==> src/rtl/lfsr_pkg.sv <==
// rtl/lfsr_pkg.sv - shared LFSR helpers, default taps and checker state encoding
package lfsr_pkg;

    localparam int unsigned LFSR_MAX_W = 32;
    localparam logic [LFSR_MAX_W-1:0] LFSR_DEF_TAPS = 32'h0000_00B8;

    typedef enum logic [1:0] {
        ST_IDLE  = 2'd0,
        ST_RUN   = 2'd1,
        ST_FLUSH = 2'd2
    } state_t;

    // Fibonacci step on a word right-aligned in LFSR_MAX_W bits; bits above width are cleared.
    function automatic logic [LFSR_MAX_W-1:0] lfsr_next(
        input logic [LFSR_MAX_W-1:0] cur,
        input logic [LFSR_MAX_W-1:0] taps,
        input int unsigned           width
    );
        logic [LFSR_MAX_W-1:0] mask;
        logic                  fb;
        mask = '1;
        if (width < LFSR_MAX_W) begin
            mask = (LFSR_MAX_W'(1) << width) - LFSR_MAX_W'(1);
        end
        fb = ^(cur & taps & mask);
        return ((cur << 1) | LFSR_MAX_W'(fb)) & mask;
    endfunction

endpackage

==> src/rtl/lfsr_step_comb.sv <==
// rtl/lfsr_step_comb.sv - combinational single-step LFSR next-state
module lfsr_step_comb
    import lfsr_pkg::*;
#(
    parameter int WIDTH = 8
) (
    input  logic [WIDTH-1:0] cur_i,
    input  logic [WIDTH-1:0] taps_i,
    output logic [WIDTH-1:0] nxt_o
);

    assign nxt_o = WIDTH'(lfsr_next(LFSR_MAX_W'(cur_i), LFSR_MAX_W'(taps_i), WIDTH));

endmodule

==> config.mk <==
export PLATFORM = sky130hd
export DESIGN_NAME = lfsr_step_comb
export DESIGN_NICKNAME = d
export VERILOG_FILES = /design/src/rtl/lfsr_pkg.sv /design/src/rtl/lfsr_step_comb.sv
export SDC_FILE = /design/constraint.sdc
export NUM_CORES = 1
export LEC_CHECK = 0
export CORE_AREA = 2 2 39 41
export DETAILED_ROUTE_END_ITERATION = 8
export DIE_AREA = 0 0 41 43
export SYNTH_ARGS = -nofsm -noshare
export SYNTH_HDL_FRONTEND = slang
export SYNTH_SLANG_ARGS = --single-unit
export TNS_END_PERCENT = 10
==> constraint.sdc <==
create_clock -name vclk -period 1.08
set_input_delay 0.162 -clock vclk [all_inputs]
set_output_delay 0.162 -clock vclk [all_outputs]
set_load 0.02 [all_outputs]
==> flow_metrics.tcl, run 1 <==
set metrics [dict create \
    clockPowerShare_pct 0 \
    portBuffers 24 \
    drive_above_1_share_pct 74.4 \
    status "finished with violations" \
    antenna_found_initial 0 \
    detail_route.first_pass.iterations 1 \
    holdPathStages 6 \
    critPathLaunchType "primary input" \
    dieArea_sq_um 1760 \
    dpl_cell_area_sq_um 352 \
    p_seq_share_pct 0 \
    drv_slew 0 \
    slowest_stage "xor2_1" \
    syn_inst 22 \
    synth_cell_types 4 \
    drt_iter0_drc 0 \
    layout_setup_ws_ns -0.00794 \
    crit_top_cell "xnor2_1" \
    whs_ns 0.912 \
    p_leak_nw 0.197 \
    violations "setup timing" \
    postLayoutCellArea_sq_um 415 \
    cap_violations 0 \
    wl_per_cell_um 7.73 \
    critical_path_depth 6 \
    place_congestion 0.556 \
    final-hold-violation-count 0 \
    worstPathBufferInverterCount 2 \
    n_antenna_cell 0 \
    worst-slew-pin-transition_ns 0.220 \
    min_period_over_period_pct 101 \
    fmax_mhz 919 \
    path_class "primary input to primary output" \
    gr-total-overflow 0 \
    relSlewSlack_pct 85.3 \
    dr_total_vias 188 \
    critical_path_arrival_ns 0.93 \
    critical_path_required_ns 0.92 \
    placed_cells 55 \
    power.net_switching_uw 97.0 \
    finalNetCount 57 \
    hp-class "primary input to primary output" \
    areaGrowthSynthToFinish_pct 189 \
    start_util_pct 10.4 \
    holdCritStartpoint "cur_i[5]" \
    hold_end "nxt_o[0]" \
    final_cells 55 \
    pre_cts_ws_ns -0.909 \
    power_frac_comb_pct 100.0 \
    rsz0062_at_grt "true" \
    grt_max_degree 3 \
    first_global_vias 159 \
    crit_fanout 1 \
    core_sq_um 1380 \
    crit_chain "buf_6, nand2_2, xor2_1, xnor2_1, xnor2_1, buf_4" \
    boundaryPins 24 \
    clkbuf_count 0 \
    design.seq.count 0 \
    track_usage_pct 4.20 \
    power.internal_uw 138 \
    antenna_left 0 \
    hold_buffers 0 \
    end_kind "primary output" \
    final_common_cell "buf_6" \
    finalPower_uw 235 \
    crit_family "XOR/XNOR gates" \
    avgSynthCellArea_sq_um 6.54 \
    p_sw_share_pct 41.4 \
    route.detailed.drc 0 \
    syn-cell-area_sq_um 144 \
    cp_slowest_stage_delay_ns 0.18 \
    peakVddDrop_mv 0.170 \
    power.density_nw_per_um2 565 \
    rows 14 \
    regArea_sq_um 0 \
    yosysWarnings 0 \
    grt_pass1_wl_um 565 \
    drt_wl_total_um 425 \
    ys_seq_area_share_pct 0 \
    synth_nets 38 \
    layout_common_cells "buf_6 (13), clkdlybuf4s50_1 (7), nand2_2 (5), xnor2_2 (4)" \
    vias_per_cell 3.42 \
    period_minus_slack_ns 1.09 \
    dp_hpwl_um 339 \
    die_h_um 43 \
    die_w_um 41 \
    setup_viol 1 \
]
-- per-stage QoR --
stage	setup TNS [ns]	util (%)
5_1_grt	-0.0681	30.0
3_3_place_gp	-3.16	25.4
4_1_cts	-0.0193	27.8
6_report	-0.00794	30.0
3_5_place_dp	-3.17	25.4
2_1_floorplan	0	-
-- per-layer routing --
layer  share of wire [%]  global-route usage [%]
met1                  26                    4.78
met2                  43                    7.19
met3                  31                    2.09
met4                   0                       0
met5                   0                       0
-- how the worst max path moves through the flow --
stage               from       end
2_1_floorplan   cur_i[3]  nxt_o[0]
3_3_place_gp    cur_i[5]  nxt_o[0]
3_5_place_dp    cur_i[5]  nxt_o[0]
4_1_cts        taps_i[3]  nxt_o[0]
5_1_grt         cur_i[7]  nxt_o[0]
6_report       taps_i[2]  nxt_o[0]
-- cell usage after synthesis --
library cell / number / area share, %
nand2_1: 8 / 21
buf_4: 7 / 37
xnor2_1: 6 / 37
xor2_1: 1 / 6.1
-- cells by family after synthesis --
logic type	count (synthesis)	share of synthesized area (%)
buffers and inverters	7	36.5
AND/OR/NAND/NOR	8	20.9
XOR/XNOR	7	42.6
-- area by class of cell --
| class | instances | area, sq um |
|---|---|---|
| Timing Repair Buffer | 24 | 239 |
| Multi-Input combinational cell | 15 | 156 |
| Tap cell | 16 | 20.0 |
| Fill cell | 146 | 968 |
-- power by group through the flow --
| stage | logic, mW | clock network (mW) | registers [mW] |
|---|---|---|---|
| 2_1_floorplan | 0.110 | 0 | 0 |
| 5_1_grt | 0.253 | 0 | 0 |
| 3_5_place_dp | 0.210 | 0 | 0 |
| 4_1_cts | 0.221 | 0 | 0 |
| 6_report | 0.235 | 0 | 0 |
| 3_3_place_gp | 0.209 | 0 | 0 |
-- timing repair --
action                                 in CTS  in global routing
setup endpoints to repair                   8                  1
pin swaps                                  15                  8
endpoints found under the hold margin       0                  0
gates resized for setup                    85                  5
setup buffers                               0                  0
No activity file was read; power rests on OpenSTA's default activity.
==> inputs of run 2 (changes only) <==
--- a/config.mk
+++ b/config.mk
@@ -8,6 +8,8 @@
 export CORE_AREA = 2 2 39 41
 export DETAILED_ROUTE_END_ITERATION = 8
 export DIE_AREA = 0 0 41 43
+export PLACE_DENSITY_LB_ADDON = 0.12
+export SETUP_SLACK_MARGIN = 0.15
 export SYNTH_ARGS = -nofsm -noshare
 export SYNTH_HDL_FRONTEND = slang
 export SYNTH_SLANG_ARGS = --single-unit
==> run 2 against run 1 <==
Net effect: the run still ends with setup timing left; sequential share of layout area unchanged; hold slack worse by 0.20 ns; final cell count unchanged; via count up 3.2%; clock-buffer cell count unchanged; flip-flop and latch count unchanged; combinational power up 18%; die area unchanged; utilization up 5.3 points; largest cell class unchanged.
==> flow_metrics.tcl, run 2 (synthesis gave the netlist of run 1 again) <==
set metrics [dict create \
    status "finished with violations" \
    violations "setup timing" \
    critPathLaunchType "primary input" \
    p_leak_nw 0.239 \
    fill_cells 141 \
    fmax_mhz 922 \
    holdCritStartpoint "cur_i[0]" \
    end_kind "primary output" \
    regArea_sq_um 0 \
    areaGrowthSynthToFinish_pct 240 \
    period_minus_slack_ns 1.08 \
    slowest_stage "xor2_4" \
    detail_route.first_pass.iterations 1 \
    critical_path_required_ns 0.92 \
    wl_met2_um 289 \
    hp-class "primary input to primary output" \
    die_h_um 43 \
    critical_path_arrival_ns 0.92 \
    crit_fanout 2 \
    finalNetCount 57 \
    crit_chain "buf_8, nand2_4, xor2_4, xnor2_2, xnor2_2, buf_4" \
    pre_cts_ws_ns -0.984 \
    layout_setup_ws_ns -0.00444 \
    final_common_cell "buf_6" \
    final-hold-violation-count 0 \
    antenna_found_initial 0 \
    die_w_um 41 \
    cts_setup_buffers 0 \
    dieArea_sq_um 1760 \
    min_period_over_period_pct 100 \
    rsz0062_at_grt "true" \
    dpl_cell_area_sq_um 377 \
    place_congestion 0.559 \
    finalPower_uw 277 \
    first_global_vias 205 \
    crit_family "XOR/XNOR gates" \
    dr_total_vias 194 \
    drive_above_1_share_pct 82.1 \
    postLayoutCellArea_sq_um 489 \
    worst-slew-pin-transition_ns 0.222 \
    worstPathBufferInverterCount 2 \
    peakVddDrop_mv 0.206 \
    route.top_layer_used "met3" \
    setup_viol 1 \
    drt_wl_total_um 491 \
    layout_common_cells "buf_6 (12), dlygate4sd2_1 (7), nand2_4 (5), xnor2_2 (5)" \
    relSlewSlack_pct 85.3 \
    clkbuf_count 0 \
    cp_slowest_stage_delay_ns 0.18 \
    gr-total-overflow 0 \
    n_antenna_cell 0 \
    hold_buffers 0 \
    track_usage_pct 5.41 \
    met1_length_um 95 \
    boundaryPins 24 \
    route.detailed.drc 0 \
    core_sq_um 1380 \
    grt_max_degree 3 \
    final_cells 55 \
    start_util_pct 10.4 \
    crit_top_cell "xnor2_2" \
    placed_cells 55 \
    cap_violations 0 \
    fin_setup_tns_ns -0.00444 \
    power.density_nw_per_um2 565 \
    grt_pass1_wl_um 717 \
    portBuffers 24 \
    hold_end "nxt_o[1]" \
    dp_hpwl_um 395 \
    vias_per_cell 3.53 \
    holdPathStages 2 \
    multiInputGateArea_sq_um 225 \
    met3_wirelength_um 107 \
    wl_per_cell_um 8.93 \
    rows 14 \
    design.seq.count 0 \
    drt_iter0_drc 0 \
    antenna_left 0 \
    drv_slew 0 \
    path_class "primary input to primary output" \
]
run 2: changes by cell type in the layout (fill, tap and decap cells not counted), moves of 2 or more:
cell,delta
dlygate4sd2_1,+7
xnor2_1,-2
clkdlybuf4s50_1,-7
nand2_2,-3
buf_8,+2
nand2_4,+2
run 2: power by group:
group	internal [mW]	switching, mW
Clock	0	0
Sequential	0	0
Combinational	0.159	0.118
Total	0.159	0.118
run 2: routing by layer:
layer	vias up	track usage, %
met5	-	0
met4	0	0
met3	0	0.524
met2	18	13.1
met1	83	3.50
li1	93	-
run 2: cell type report:
type                            count  area share [%]
Timing Repair Buffer               24            49.9
Multi-Input combinational cell     15            46.0
Tap cell                           16            4.09
run 2: timing repair:
| action | CTS | global route |
|---|---|---|
| cloned | 0 | 0 |
| endpoints found under the hold margin | 0 | 0 |
| gates resized for setup | 97 | 9 |
| pin swaps | 15 | 11 |
| setup endpoints to repair | 8 | 1 |
run 2: metrics by stage:
stage | util, % | hold slack, ns
floorplan | - | 0.437
global placement | 27.2 | 1.28
global route | 35.4 | 0.728
CTS | 30.7 | 0.721
detailed placement | 27.2 | 1.28
finish | 35.4 | 0.714
run 2: worst max-delay path by stage:
stage	slack, ns	cells after the start	start	end
final	-0.004	6	cur_i[2]	nxt_o[0]
after global routing	-0.04	6	cur_i[7]	nxt_o[0]
after CTS	-0.02	6	taps_i[4]	nxt_o[0]
after detailed placement	-0.98	6	cur_i[2]	nxt_o[0]
after global placement	-0.97	6	cur_i[2]	nxt_o[0]
after floorplan	0.13	4	cur_i[2]	nxt_o[0]
==> inputs of run 3 (changes only) <==
--- a/config.mk
+++ b/config.mk
@@ -13,4 +13,4 @@
 export SYNTH_ARGS = -nofsm -noshare
 export SYNTH_HDL_FRONTEND = slang
 export SYNTH_SLANG_ARGS = --single-unit
-export TNS_END_PERCENT = 10
+export TNS_END_PERCENT = 30
==> constraint.sdc (replaced) <==
create_clock -name vclk -period 1.1
set_input_delay 0.165 -clock vclk [all_inputs]
set_output_delay 0.165 -clock vclk [all_outputs]
set_load 0.02 [all_outputs]
==> run 3 against run 2 <==
Net effect: first-iteration DRC count unchanged; hold slack improved by 0.0017 ns; sequential share of layout area did not move; routed wire length up 3.5%; utilization decreased by 2.3 points; critical path depth stayed put; the run now ends clean; global-route usage up 0.10 points; power shrank 7.8%; highest routed layer unchanged; die area unchanged; clock-buffer cell count unchanged; combinational power is 7.9% lower.
==> flow_metrics.tcl, run 3 (synthesis gave the netlist of run 1 again) <==
set metrics [dict create \
    fmax_mhz 917 \
    die_h_um 43 \
    peakVddDrop_mv 0.202 \
    crit_chain "buf_6, nand2_4, xor2_2, xnor2_2, xnor2_2, buf_4" \
    status "completed" \
    drt_iter0_drc 0 \
    critical_path_arrival_ns 0.93 \
    boundaryPins 24 \
    power_frac_comb_pct 100.0 \
    multiInputGateArea_sq_um 189 \
    power.density_nw_per_um2 557 \
    dieArea_sq_um 1760 \
    place_congestion 0.562 \
    whs_ns 0.716 \
    wl_met2_um 305 \
    worstPathBufferInverterCount 2 \
    core_sq_um 1380 \
    crit_family "XOR/XNOR gates" \
    min_period_over_period_pct 99.1 \
    power.net_switching_uw 107 \
    drt_wl_total_um 508 \
    p_sw_share_pct 42.0 \
    layout_common_cells "buf_6 (16), dlygate4sd2_1 (7), xnor2_2 (6), nand2_4 (5), nand2_2 (3)" \
    hp-class "primary input to primary output" \
    clockPowerShare_pct 0 \
    finalNetCount 57 \
    period_minus_slack_ns 1.09 \
    holdPathStages 2 \
    wl_per_cell_um 9.24 \
    rsz0062_at_grt "true" \
    die_w_um 41 \
    grt_max_degree 3 \
    cp_slowest_stage_delay_ns 0.17 \
    regArea_sq_um 0 \
    vias_per_cell 3.51 \
    path_class "primary input to primary output" \
    hold_buffers 0 \
    route.top_layer_used "met3" \
    layout_setup_ws_ns 0.00987 \
    crit_top_cell "xnor2_2" \
    antenna_left 0 \
    gr-total-overflow 0 \
    track_usage_pct 5.51 \
    p_leak_nw 0.235 \
    drv_slew 0 \
    end_kind "primary output" \
    relSlewSlack_pct 84.6 \
    cap_violations 0 \
    holdCritStartpoint "cur_i[5]" \
    dr_total_vias 193 \
    areaGrowthSynthToFinish_pct 218 \
    drive_above_1_share_pct 82.1 \
    fill_cells 146 \
    clkbuf_count 0 \
    antenna_found_initial 0 \
    met1_length_um 111 \
    pre_cts_ws_ns -0.999 \
    dp_hpwl_um 442 \
    start_util_pct 10.4 \
    critPathLaunchType "primary input" \
    design.seq.count 0 \
    finalPower_uw 255 \
    grt_pass1_wl_um 683 \
    setup_viol 0 \
    cts_setup_buffers 0 \
    worst-slew-pin-transition_ns 0.231 \
    met3_wirelength_um 91 \
    final_common_cell "buf_6" \
    final-hold-violation-count 0 \
    postLayoutCellArea_sq_um 458 \
    slowest_stage "xor2_2" \
    portBuffers 24 \
    rows 14 \
    dpl_cell_area_sq_um 377 \
    power.internal_uw 148 \
    critical_path_required_ns 0.94 \
    route.detailed.drc 0 \
    first_global_vias 195 \
    hold_end "nxt_o[6]" \
    detail_route.first_pass.iterations 1 \
    n_antenna_cell 0 \
    crit_fanout 1 \
    p_seq_share_pct 0 \
]
[run 3: cell type report]
cell class	count	share of cell area, %
Multi-Input combinational cell	15	41.3
Tap cell	16	4.37
Timing Repair Buffer	24	54.4
[run 3: how the worst max path moves through the flow]
stage                    from        to  cells past startpoint
finish              taps_i[2]  nxt_o[0]                      6
global route         cur_i[7]  nxt_o[0]                      6
CTS                 taps_i[3]  nxt_o[0]                      6
detailed placement   cur_i[2]  nxt_o[0]                      6
global placement     cur_i[2]  nxt_o[0]                      6
floorplan            cur_i[2]  nxt_o[0]                      4
[run 3: through the flow]
| step | utilization [%] | std cells | TNS, ns |
|---|---|---|---|
| global placement | 27.2 | 55 | -3.29 |
| detailed placement | 27.2 | 55 | -3.37 |
| floorplan | - | 22 | 0 |
| global route | 33.1 | 55 | -0.0220 |
| finish | 33.1 | 55 | 0 |
| CTS | 29.3 | 55 | -0.00754 |
[run 3: repair_timing]
action,4_1_cts,5_1_grt
cloned,0,0
gates resized for setup,95,9
pin swaps,15,8
endpoints found under the setup margin,8,1
[run 3: per-layer routing]
metal  global-route usage (%)  vias up
met2                     14.4       18
met3                     1.05        0
met5                        0        -
met1                     2.23       82
met4                        0        0
li1                         -       93
[run 3: power by group through the flow]
stage / registers, mW / logic [mW] / clock network (mW)
after floorplan: 0 / 0.124 / 0
after global placement: 0 / 0.226 / 0
after global routing: 0 / 0.269 / 0
after CTS: 0 / 0.238 / 0
after detailed placement: 0 / 0.228 / 0
final: 0 / 0.255 / 0
